## src/rtl/pipe_divider.sv

```systemverilog
// pipe_divider: WIDTH-stage restoring divider, one op/clk, valid/ready, signed option, div-by-zero flag, tag passthrough
module pipe_divider #(
  parameter int WIDTH = 8,
  parameter int TAG_W = 4,
  parameter bit SIGNED = 0
) (
  input  logic             clk,
  input  logic             reset,
  input  logic [WIDTH-1:0] x,
  input  logic [WIDTH-1:0] y,
  input  logic [TAG_W-1:0] tag_in,
  input  logic             in_valid,
  output logic             in_ready,
  output logic [WIDTH-1:0] quotient,
  output logic [WIDTH-1:0] remainder,
  output logic [TAG_W-1:0] tag_out,
  output logic             div_zero,
  output logic             out_valid,
  input  logic             out_ready
);
  logic [WIDTH:0] pr [WIDTH];
  logic [WIDTH:0] npr [WIDTH];
  logic [WIDTH-1:0] dq [WIDTH];
  logic [WIDTH-1:0] ndq [WIDTH];
  logic [WIDTH-1:0] d [WIDTH];
  logic [TAG_W-1:0] tg [WIDTH];
  logic [WIDTH-1:0] v, sx, sy, dz;
  logic adv, xn, yn;
  assign adv = !out_valid | out_ready;
  assign in_ready = adv;
  assign xn = SIGNED && x[WIDTH-1];
  assign yn = SIGNED && y[WIDTH-1];
  genvar k;
  generate
    for (k = 0; k < WIDTH; k++) begin : g_step
      logic [WIDTH+1:0] sh, diff;
      always_comb begin
        sh = {pr[k], dq[k][WIDTH-1]};
        diff = sh - (WIDTH+2)'(d[k]);
        npr[k] = diff[WIDTH+1] ? sh[WIDTH:0] : diff[WIDTH:0];
        ndq[k] = {dq[k][WIDTH-2:0], !diff[WIDTH+1]};
      end
    end
  endgenerate
  always_ff @(posedge clk) begin
    if (reset) begin
      v <= '0;
      out_valid <= 1'b0;
      quotient <= '0;
      remainder <= '0;
      tag_out <= '0;
      div_zero <= 1'b0;
    end else if (adv) begin
      v <= {v[WIDTH-2:0], in_valid};
      sx <= {sx[WIDTH-2:0], xn};
      sy <= {sy[WIDTH-2:0], yn};
      dz <= {dz[WIDTH-2:0], y == '0};
      pr[0] <= '0;
      dq[0] <= xn ? -x : x;
      d[0] <= yn ? -y : y;
      tg[0] <= tag_in;
      for (int i = 1; i < WIDTH; i++) begin
        pr[i] <= npr[i-1];
        dq[i] <= ndq[i-1];
        d[i] <= d[i-1];
        tg[i] <= tg[i-1];
      end
      out_valid <= v[WIDTH-1];
      quotient <= dz[WIDTH-1] ? '1 : (sx[WIDTH-1] ^ sy[WIDTH-1]) ? -ndq[WIDTH-1] : ndq[WIDTH-1];
      remainder <= sx[WIDTH-1] ? -WIDTH'(npr[WIDTH-1]) : WIDTH'(npr[WIDTH-1]);
      tag_out <= tg[WIDTH-1];
      div_zero <= dz[WIDTH-1];
    end
  end
endmodule

```

## config.mk

```make
export PLATFORM = sky130hd
export DESIGN_NAME = pipe_divider
export DESIGN_NICKNAME = d
export VERILOG_FILES = /design/src/rtl/pipe_divider.sv
export SDC_FILE = /design/constraint.sdc
export NUM_CORES = 1
export LEC_CHECK = 0
export BUFFER_PORTS_ARGS = -buffer_cell sky130_fd_sc_hd__buf_2
export CORE_ASPECT_RATIO = 0.9
export CORE_UTILIZATION = 60
export DETAILED_ROUTE_END_ITERATION = 16
export GPL_TIMING_DRIVEN = 1
export PLACE_DENSITY = 0.78
export SLEW_MARGIN = 30
export SYNTH_ARGS = -nofsm -noshare
export SYNTH_HDL_FRONTEND = slang
export SYNTH_SLANG_ARGS = --single-unit
```

## constraint.sdc

```tcl
create_clock -name clk -period 17.9 [get_ports clk]
set_input_delay 1.79 -clock clk [delete_from_list [all_inputs] [get_ports clk]]
set_output_delay 1.79 -clock clk [all_outputs]
set_load 0.02 [all_outputs]
```

==> metrics, run 1 <==
CTS tree done; # clock sinks roughly 260; Post-CTS Hold Buffers 0; number of I/O pins between 40 and 50; FF-to-FF path depth 8; worst hold path type reg -> reg; Vias/cell 5.51; fmax between 200 and 250 MHz; PwrDens roughly 140 nW/um^2; Post-CTS Setup Inserts 0; count of pins over their slew limit 0; combinational power share 27.8%; Post-Syn Instances just over 900; Critical Path Source out_ready; Sequential Power Share between 40 and 50%; # fillers between 1000 and 1500; register area ~7500 um^2; detailed-route via count roughly 6900; CORE AREA around 19000 um^2; number of synthesized flops with an enable pin 231; most frequent cells in the layout 231 x edfxtp_1, 92 x inv_1, 65 x nor2_1, 65 x nand2_1, 58 x ha_1; Levels on crit path 5; Startpoint Class primary input; clock latency on the worst-skew pair 0.50 ns; CP delay by family, top buffers and inverters; RSZ-0062 raised after global routing false; die area 20600 um^2; final setup fails 0; Rows between 40 and 50; Switching Fraction between 20% and 30%; DPL Wire Length roughly 12000 um; antenna violations before repair 0; CTS H-Tree Depth 1; Critical Path Sink Type output port; internal power about 1.3 mW; die height approximately 140 um; Bufs and invs on worst path 4; Area Overhead vs Synth 11.4%; Starting Density roughly three fifths; DRC Markers 0; clock transition at the registers of the reported paths around 0.06 ns; # Max-Cap Violations 0; CP Data Required Time between 15 and 20 ns; Ys Warns 0; 1st-iter DRT viols approximately 300; Post-synth ARST share 0%; status completed; largest net degree at the start of global routing ~140; DRT Wirelength approximately 18000 um; sequential area share after synthesis between 60 and 70%; Final Cycle Share between 20% and 30%; area of the multi-input gates between 4000 and 5000 um^2; Antenna Nets Post-Route 0; Worst slew margin between 30 and 40%; synth unique cells between 60 and 70; clock share of power 28.2%; Pwr Total roughly 1.9 mW; Tmin final 4.96 ns; mean post-synth cell area between 10 and 15 um^2; reg2reg start d[1][9]$_DFFE_PP_; Post-synth top flop edfxtp_1; CTS resizes 0; share of layout cells above drive strength 1 between 10% and 20%; leak pwr about 5.2 nW; first-pass iteration count of the detailed router 6; slowest stage delay, CP between 0.7 and 0.8 ns; chip width between 150 and 200 um; Total Routing Usage GR approximately 18%; Worst EP arrival around 3.2 ns; Crit-path slowest cell inv_1; most used cell along the critical path buf_2; worst ir drop on vdd 0.0976 mV; CTS Root Cell clkbuf_16; Final nets around 1100; Clock Skew around 0.011 ns; Hold Vio Cnt, Final 0; CTS Buffer Depth 3; net switching power figure 545 uW; vias in the first global route about 6700; cell area after synthesis approximately 12000 um^2; total CTS buffers 25; CP Cell Sequence buf_2, nor2b_2, buf_4, inv_1, buf_2; GPL Wtd Cong approximately 0.82; most common cell after layout, fill and taps aside edfxtp_1; hold depth 0; Crit Path Category in -> out; port bufs 46; beginning of the worst hold path dq[0][19]$_DFFE_PP_; Slew @ Worst Pin approximately 0.9 ns; final setup TNS 0 ns; GR Overflow Total 0; CP Max Fanout 35; drt wl/cell approximately 15 um; #FFs+latches synth between 200 and 300; first-pass GRT wire length 30300 um; ant diodes 0
## worst paths after layout
path / end / slack [ns]
setup / recovery: in_ready / 12.94
hold / removal: dq[0][28]$_DFFE_PP_ / 0.42
setup reg to reg: pr[1][23]$_DFFE_PP_ / 15.25
hold reg to reg: dq[0][28]$_DFFE_PP_ / 0.42
## sequential cells by signal (all words and copies together) (netlist names), 8 cells and up
register   cells
pr            63
v              8
dq            64
d             64
tg            32
remainder      8
quotient       8
dz             8
## power by group through the flow
stage	Sequential, mW	Clock (mW)	Combinational [mW]
2_1_floorplan	0.842	0	0.425
3_3_place_gp	0.839	0	0.502
4_1_cts	0.830	0.542	0.525
3_5_place_dp	0.842	0	0.518
5_1_grt	0.841	0.565	0.583
6_report	0.830	0.531	0.523
## cells in the mapped netlist (5+ instances only)
cell | number | area share, %
nor4_1 | 19 | 0.99
o21ai_0 | 28 | 1.2
o21bai_1 | 5 | 0.31
nand2b_1 | 11 | 0.57
a21oi_1 | 41 | 1.7
inv_1 | 92 | 2.9
dfxtp_1 | 30 | 5.0
mux2i_1 | 13 | 1.1
edfxtp_1 | 231 | 58
xnor2_1 | 20 | 1.5
fa_1 | 7 | 1.2
nand2_1 | 65 | 2.0
o21ai_1 | 5 | 0.21
nor2_1 | 66 | 2.1
nor2b_1 | 19 | 0.99
mux2_4 | 5 | 0.63
and2_1 | 6 | 0.31
ha_1 | 58 | 6.0
mux2_2 | 21 | 2.0
o21a_1 | 19 | 1.2
nand3_1 | 20 | 0.83
nor3_1 | 21 | 0.88
clkbuf_1 | 12 | 0.38
a211oi_1 | 11 | 0.69
o211ai_1 | 9 | 0.56
## cell families (layout without fill, tap and decap cells)
group	count (synthesis)	count (layout)	synth area share, %
XOR/XNOR	26	26	2.37
adder cells (fa/ha/maj)	65	65	7.21
multiplexers	43	43	4.06
AND/OR/NAND/NOR	255	255	10.4
buffers and inverters	111	187	3.61
other	1	3	0.0312
flip-flops	261	261	62.8
AO/OA/AOI/OAI	161	161	9.50
## metrics by stage
step / setup slack [ns] / util (%) / area (um^2) / hold slack (ns) / cells
floorplan: 5.28 / - / 12000 / 0.400 / 925
global placement: 12.96 / 64.5 / 12500 / 0.400 / 1205
detailed placement: 12.93 / 64.6 / 12500 / 0.405 / 1206
CTS: 12.93 / 68.9 / 13400 / 0.416 / 1251
global route: 12.84 / 68.9 / 13400 / 0.419 / 1251
finish: 12.94 / 68.9 / 13400 / 0.415 / 1251
## worst register-to-register path: stages (launching register included)
cell and delay, ns:
edfxtp_1 0.44, inv_1 0.09, ha_1 0.23, nor2b_4 0.14, o21a_1 0.20, o2111ai_2 0.22
nand2_1 0.12, a311o_1 0.58, mux2_4 0.38
## routing by layer
metal  part of all wire (%)  global-route usage, %  vias up
li1                       -                      -     3497
met1                     41                   21.3     3240
met2                     53                   34.5      124
met3                    3.7                   3.26       33
met4                    2.3                   4.94        0
met5                      0                      0        -
## layout make-up
| cell class | count | share of cell area (%) |
|---|---|---|
| sequential | 261 | 56.4 |
| inverter | 93 | 2.61 |
| clock inverter | 13 | 1.09 |
| timing repair buffer | 49 | 2.13 |
| tap | 250 | 2.34 |
| clock buffer | 32 | 5.20 |
| multi-input combinational | 553 | 30.3 |
Power figures use the tool's default switching activity.
==> run 2, diff against run 1 <==
- clock period: 17.9 -> 4.9 ns (I/O delays scaled with it)
==> run 2 against run 1 <==
Against the previous run: via count about the same; sequential power grew to 3.7 times the previous value; total power rose to 3.6 times the previous value; non-clock buffer count grew 2; flip-flop and latch count did not move; setup slack worse by 11 ns; die area unchanged; critical path depth grew 2; first-iteration DRC count rose by 1.7%; worst hold slack got worse by 0.28 ns; combinational power grew to 3.6 times the previous value; critical endpoint is now pr[1][12]$_DFFE_PP_; largest cell class unchanged; largest power group unchanged.
==> metrics, run 2 (synthesis gave the netlist of run 1 again) <==
port bufs 46 (unchanged); first-pass iteration count of the detailed router 4 (-2); leak pwr 5.21 nW (-0.28%); die height 136 um (unchanged); # fillers 1316 (-0.98%); total CTS buffers 26 (+4.0%); most frequent cells in the layout 231 x edfxtp_1, 92 x inv_1, 65 x nor2_1, 65 x nand2_1, 58 x ha_1; GPL Wtd Cong 0.867 (+5.1%); pre-CTS setup slack 2.28 ns (-10.65 ns); clock latency on the worst-skew pair 0.53 ns (+0.03 ns); # Max-Cap Violations 0 (unchanged); DPL Wire Length 12300 um (+1.8%); Hold Vio Cnt, Final 0 (unchanged); DRC Markers 0 (unchanged); 1st-iter DRT viols 300 (+1.7%); Tmin final roughly 2.6 ns; # clock sinks 261 (unchanged); status completed; chip width 151 um (unchanged); fmax between 300 and 400 MHz; Vias/cell 5.49 (-0.36%); detailed-route via count 6891 (-0.044%); final setup TNS 0 ns (unchanged); Sequential Power Share 44.7% (+0.7 points); Worst slew margin 59.6% (+21 points); CP Max Fanout 8 (-77%); final setup fails 0 (unchanged); count of pins over their slew limit 0 (unchanged); die area 20600 um^2 (unchanged); CP Data Required Time 5.17 ns (-10.94 ns); Cell Area, Placed 12500 um^2 (about the same); Worst EP arrival 2.91 ns (-0.26 ns); CTS tree done; Post-CTS Setup Inserts 0 (unchanged); Antenna Nets Post-Route 0 (unchanged); most common cell after layout, fill and taps aside edfxtp_1; largest net degree at the start of global routing 198 (+47%); Final Cycle Share 53.9%; number of I/O pins 47 (unchanged); Largest regs d (64), dq (64), pr (63); Starting Density 61.9% (unchanged); worst hold path type in -> reg; Clock Skew 0.0129 ns (+0.00215 ns); RSZ-0062 raised after global routing false; Critical Path Sink Type flop; CORE AREA 19400 um^2 (unchanged); Rows 48 (unchanged); internal power 4.81 mW (+260%); Area Overhead vs Synth 11.3%; Final nets 1075 (+0.28%); reg-to-reg slack, setup 2.26 ns (-12.99 ns); first-pass GRT wire length 30200 um (about the same); CTS resizes 0 (unchanged); Met1 Routed Length 7370 um (-1.1%); CTS Buffer Depth 3 (unchanged); drt wl/cell 14.6 um (-0.19%); Pwr Total 6.79 mW (+260%); PwrDens 509 nW/um^2 (+260%); vias in the first global route 6651 (-0.75%); combinational power share 28.0% (+0.2 points); final worst slack 2.26 ns (-10.68 ns); Crit Path Category reg -> reg; Total Routing Usage GR 18.5% (+0.18 points); net switching power figure 1.98 mW (+260%); clock transition at the registers of the reported paths 0.06 ns (about the same); clock share of power 27.3% (-0.9 points); Max Used Layer met4; CTS H-Tree Depth 1 (unchanged); Post-CTS Hold Buffers 0 (unchanged); antenna violations before repair 0 (unchanged); share of layout cells above drive strength 1 14.0% (-0.26 points); Startpoint Class flop; DR WL met3 603 um (-11%); cell area after layout 13400 um^2 (-0.13%); met2 WL 9900 um (+1.8%); Switching Fraction 29.1% (+0.22 points); Slew @ Worst Pin 0.602 ns (-0.312 ns); ant diodes 0 (unchanged); DRT Wirelength 18300 um (+0.13%); GR Overflow Total 0 (unchanged); worst ir drop on vdd 0.354 mV (+260%); CTS Root Cell clkbuf_16
## run 2: worst paths after layout
kind                            from                   to  cells after the start
hold / removal                  x[1]   dq[0][1]$_DFFE_PP_                      1
setup / recovery  pr[1][3]$_DFFE_PP_  pr[1][12]$_DFFE_PP_                      7
setup reg to reg  pr[1][3]$_DFFE_PP_  pr[1][12]$_DFFE_PP_                      7
hold reg to reg   dq[0][4]$_DFFE_PP_  dq[0][13]$_DFFE_PP_                      0
## run 2: worst max-delay path, cell delays in order, from the launching register on
cell and delay [ns]:
edfxtp_1 0.42, ha_1 0.39, a21oi_1 0.16, nor2b_1 0.09, o41ai_2 0.47, nand2_2 0.16, xor2_4 0.32, mux2_2 0.38
## run 2: routing by layer
layer,vias to the layer above,global-route usage (%)
li1,3500,-
met1,3235,20.8
met2,117,35.4
met3,39,3.02
met4,0,5.89
met5,-,0
## run 2: layout make-up
| class | instances | area, um^2 | area share (%) |
|---|---|---|---|
| tap | 250 | 313 | 2.34 |
| multi-input combinational | 553 | 4050 | 30.3 |
| timing repair buffer | 51 | 300 | 2.25 |
| inverter | 93 | 349 | 2.61 |
| clock buffer | 38 | 727 | 5.44 |
| clock inverter | 9 | 81.3 | 0.609 |
| sequential | 261 | 7540 | 56.4 |
## run 2: power by group through the flow
stage	clock, mW	combinational (mW)	sequential [mW]
2_1_floorplan	0	1.55	3.05
3_3_place_gp	0	1.83	3.07
3_5_place_dp	0	1.88	3.08
4_1_cts	1.89	1.91	3.03
5_1_grt	1.99	2.12	3.07
6_report	1.86	1.90	3.03
## run 2: per-stage QoR
step,utilization [%],hold slack [ns],cells
global route,68.9,0.109,1255
floorplan,-,0.400,925
global placement,64.5,0.401,1207
finish,68.9,0.139,1255
CTS,68.7,0.114,1254
detailed placement,64.5,0.405,1207
==> run 3, diff against run 2 <==
- CORE_UTILIZATION: 60 -> 56
- PLACE_DENSITY: 0.78 -> 0.76
- clock period: 4.9 -> 2.35 ns (I/O delays scaled with it)
==> run 3 against run 2 <==
Against the previous run: the run now ends with negative setup slack left; total power increased by 130%; sequential share of layout area shrank 4.9 points; sequential power grew 110%; wire length up 18%; cell count increased by 9.0%; flip-flop and latch count did not move.
==> metrics, run 3 (synthesis gave the netlist of run 1 again) <==
chip width 156 um (+3.5%); die height 141 um (+3.5%); PwrDens 1080 nW/um^2 (+110%); reg-to-reg slack, setup -0.04 ns (-2.30 ns); Worst slew margin 36.7% (-23 points); # clock sinks 261 (unchanged); worst hold path type in -> reg; # Max-Cap Violations 0 (unchanged); first-pass iteration count of the detailed router 5 (+1); DPL Wire Length 12500 um (+1.8%); die area 22000 um^2 (+7.0%); reg2reg start d[0][8]$_DFFE_PP_; Tmin final 2.39 ns (-0.252 ns); Largest regs d (64), dq (64), pr (63); Post-Route Utilization 70.0% (+1.2 points); Crit Path Category reg -> reg; FF-to-FF path depth 8 (+1); clock latency on the worst-skew pair 0.53 ns (about the same); Critical Path Sink Type flop; Vias/cell 5.44 (-0.90%); final setup fails 14 (+14); ant diodes 0 (unchanged); failing checks negative setup slack; CP Max Fanout 2 (-6); final hold slack 0.0957 ns (-0.0438 ns); CTS Buffer Depth 3 (unchanged); Worst EP arrival 2.67 ns (-0.24 ns); Rows 50 (+4.2%); hold depth 4 (+3); Area Overhead vs Synth 21.9%; CTS tree done; count of pins over their slew limit 0 (unchanged); Critical Path Source d[0][8]$_DFFE_PP_; pre-CTS setup slack -0.0921 ns (-2.37 ns); status finished, violations left; most frequent cells in the layout 231 x edfxtp_1, 87 x inv_1, 65 x nand2_1; Final nets 1151 (+7.1%); 1st-iter DRT viols 448 (+49%); Startpoint Class flop; first-pass GRT wire length 32600 um (+7.7%); leak pwr 5.75 nW (+10%); share of layout cells above drive strength 1 24.3% (+10 points); GPL Wtd Cong 0.855 (-1.4%); fmax 418 MHz (+11%); Slew @ Worst Pin 0.949 ns (+0.347 ns); CORE AREA 20900 um^2 (+7.7%); CTS Root Cell clkbuf_16; drt wl/cell 15.8 um (+8.5%); final worst slack -0.0396 ns (-2.30 ns); GR Overflow Total 0 (unchanged); DRC Markers 0 (unchanged); clock transition at the registers of the reported paths 0.06 ns (about the same); Starting Density 57.4% (-4.4 points); antenna violations before repair 0 (unchanged); WHS Endpoint quotient[0]$_SDFFE_PP0N_; RSZ-0062 raised after global routing true; CP Data Required Time 2.63 ns (-2.54 ns); Clock Skew 0.0142 ns (+0.00139 ns); most common cell after layout, fill and taps aside edfxtp_1; vias in the first global route 7222 (+8.6%); Total Routing Usage GR 18.3% (-0.17 points); detailed-route via count 7444 (+8.0%); DRT Wirelength 21600 um (+18%); Hold Vio Cnt, Final 0 (unchanged); RR Endpoint pr[0][24]$_DFFE_PP_; beginning of the worst hold path out_ready; largest net degree at the start of global routing 186 (-6.1%); Antenna Nets Post-Route 0 (unchanged); number of I/O pins 47 (unchanged); Final Cycle Share 102% (+48 points); worst ir drop on vdd 0.953 mV (+170%); port bufs 46 (unchanged); Non-Filler Instances 1368 (+9.0%); Placed Instances 1273 (+5.5%); total CTS buffers 26 (unchanged); CTS H-Tree Depth 1 (unchanged)
[run 3: layout make-up]
type | count | area (um^2)
Clock buffer | 35 | 768
Clock inverter | 13 | 158
Fill cell | 1397 | 6260
Inverter | 93 | 352
Multi-Input combinational cell | 553 | 4510
Sequential cell | 261 | 7540
Tap cell | 286 | 358
Timing Repair Buffer | 127 | 943
[run 3: where the power goes]
part           leakage, nW  switching (mW)  total, mW  internal (mW)
sequential            2.52           0.444       6.38           5.94
clock                0.452            1.73       4.38           2.64
combinational         2.78            2.50       5.11           2.61
[run 3: worst max path at each step]
stage                           to  slack, ns  cells past startpoint
2_1_floorplan    d[0][0]$_DFFE_PP_      -2.26                      4
3_5_place_dp   pr[1][15]$_DFFE_PP_      -0.09                      8
5_1_grt        pr[0][24]$_DFFE_PP_      -0.09                      8
6_report       pr[0][24]$_DFFE_PP_      -0.04                      8
3_3_place_gp   pr[1][14]$_DFFE_PP_     -0.009                      7
4_1_cts        pr[1][23]$_DFFE_PP_     -0.002                      8
[run 3: metrics by stage]
step	total power [mW]	cell area [um^2]	TNS (ns)
after CTS	15.2	14100	-0.00180
after global routing	16.6	14600	-1.82
final	15.9	14600	-0.132
after detailed placement	10.6	12800	-0.596
after floorplan	9.60	12000	-522.13
after global placement	10.4	12800	-0.0296
[run 3: repair_timing]
item	4_1_cts	5_1_grt
buffers inserted	12	15
resized for setup	14	88
setup endpoints to repair	21	47
gates cloned	0	0
pin swaps	9	31
hold endpoints to repair	21	0
hold buffers	21	0
[run 3: metal layers]
metal	part of all wire (%)	up-vias	GRT usage, %
met5	0	-	0
met4	2.9	0	6.14
met3	3.0	53	2.67
met2	55	151	35.6
met1	39	3579	20.3
li1	-	3661	-
[run 3: worst max-delay path, stage by stage, from the launching register on]
cell,delay (ns)
edfxtp_1,0.40
ha_1,0.26
fa_2,0.38
nor2b_1,0.19
o21ai_0,0.15
a21oi_1,0.27
nor3_1,0.10
xnor2_1,0.13
mux2_2,0.25
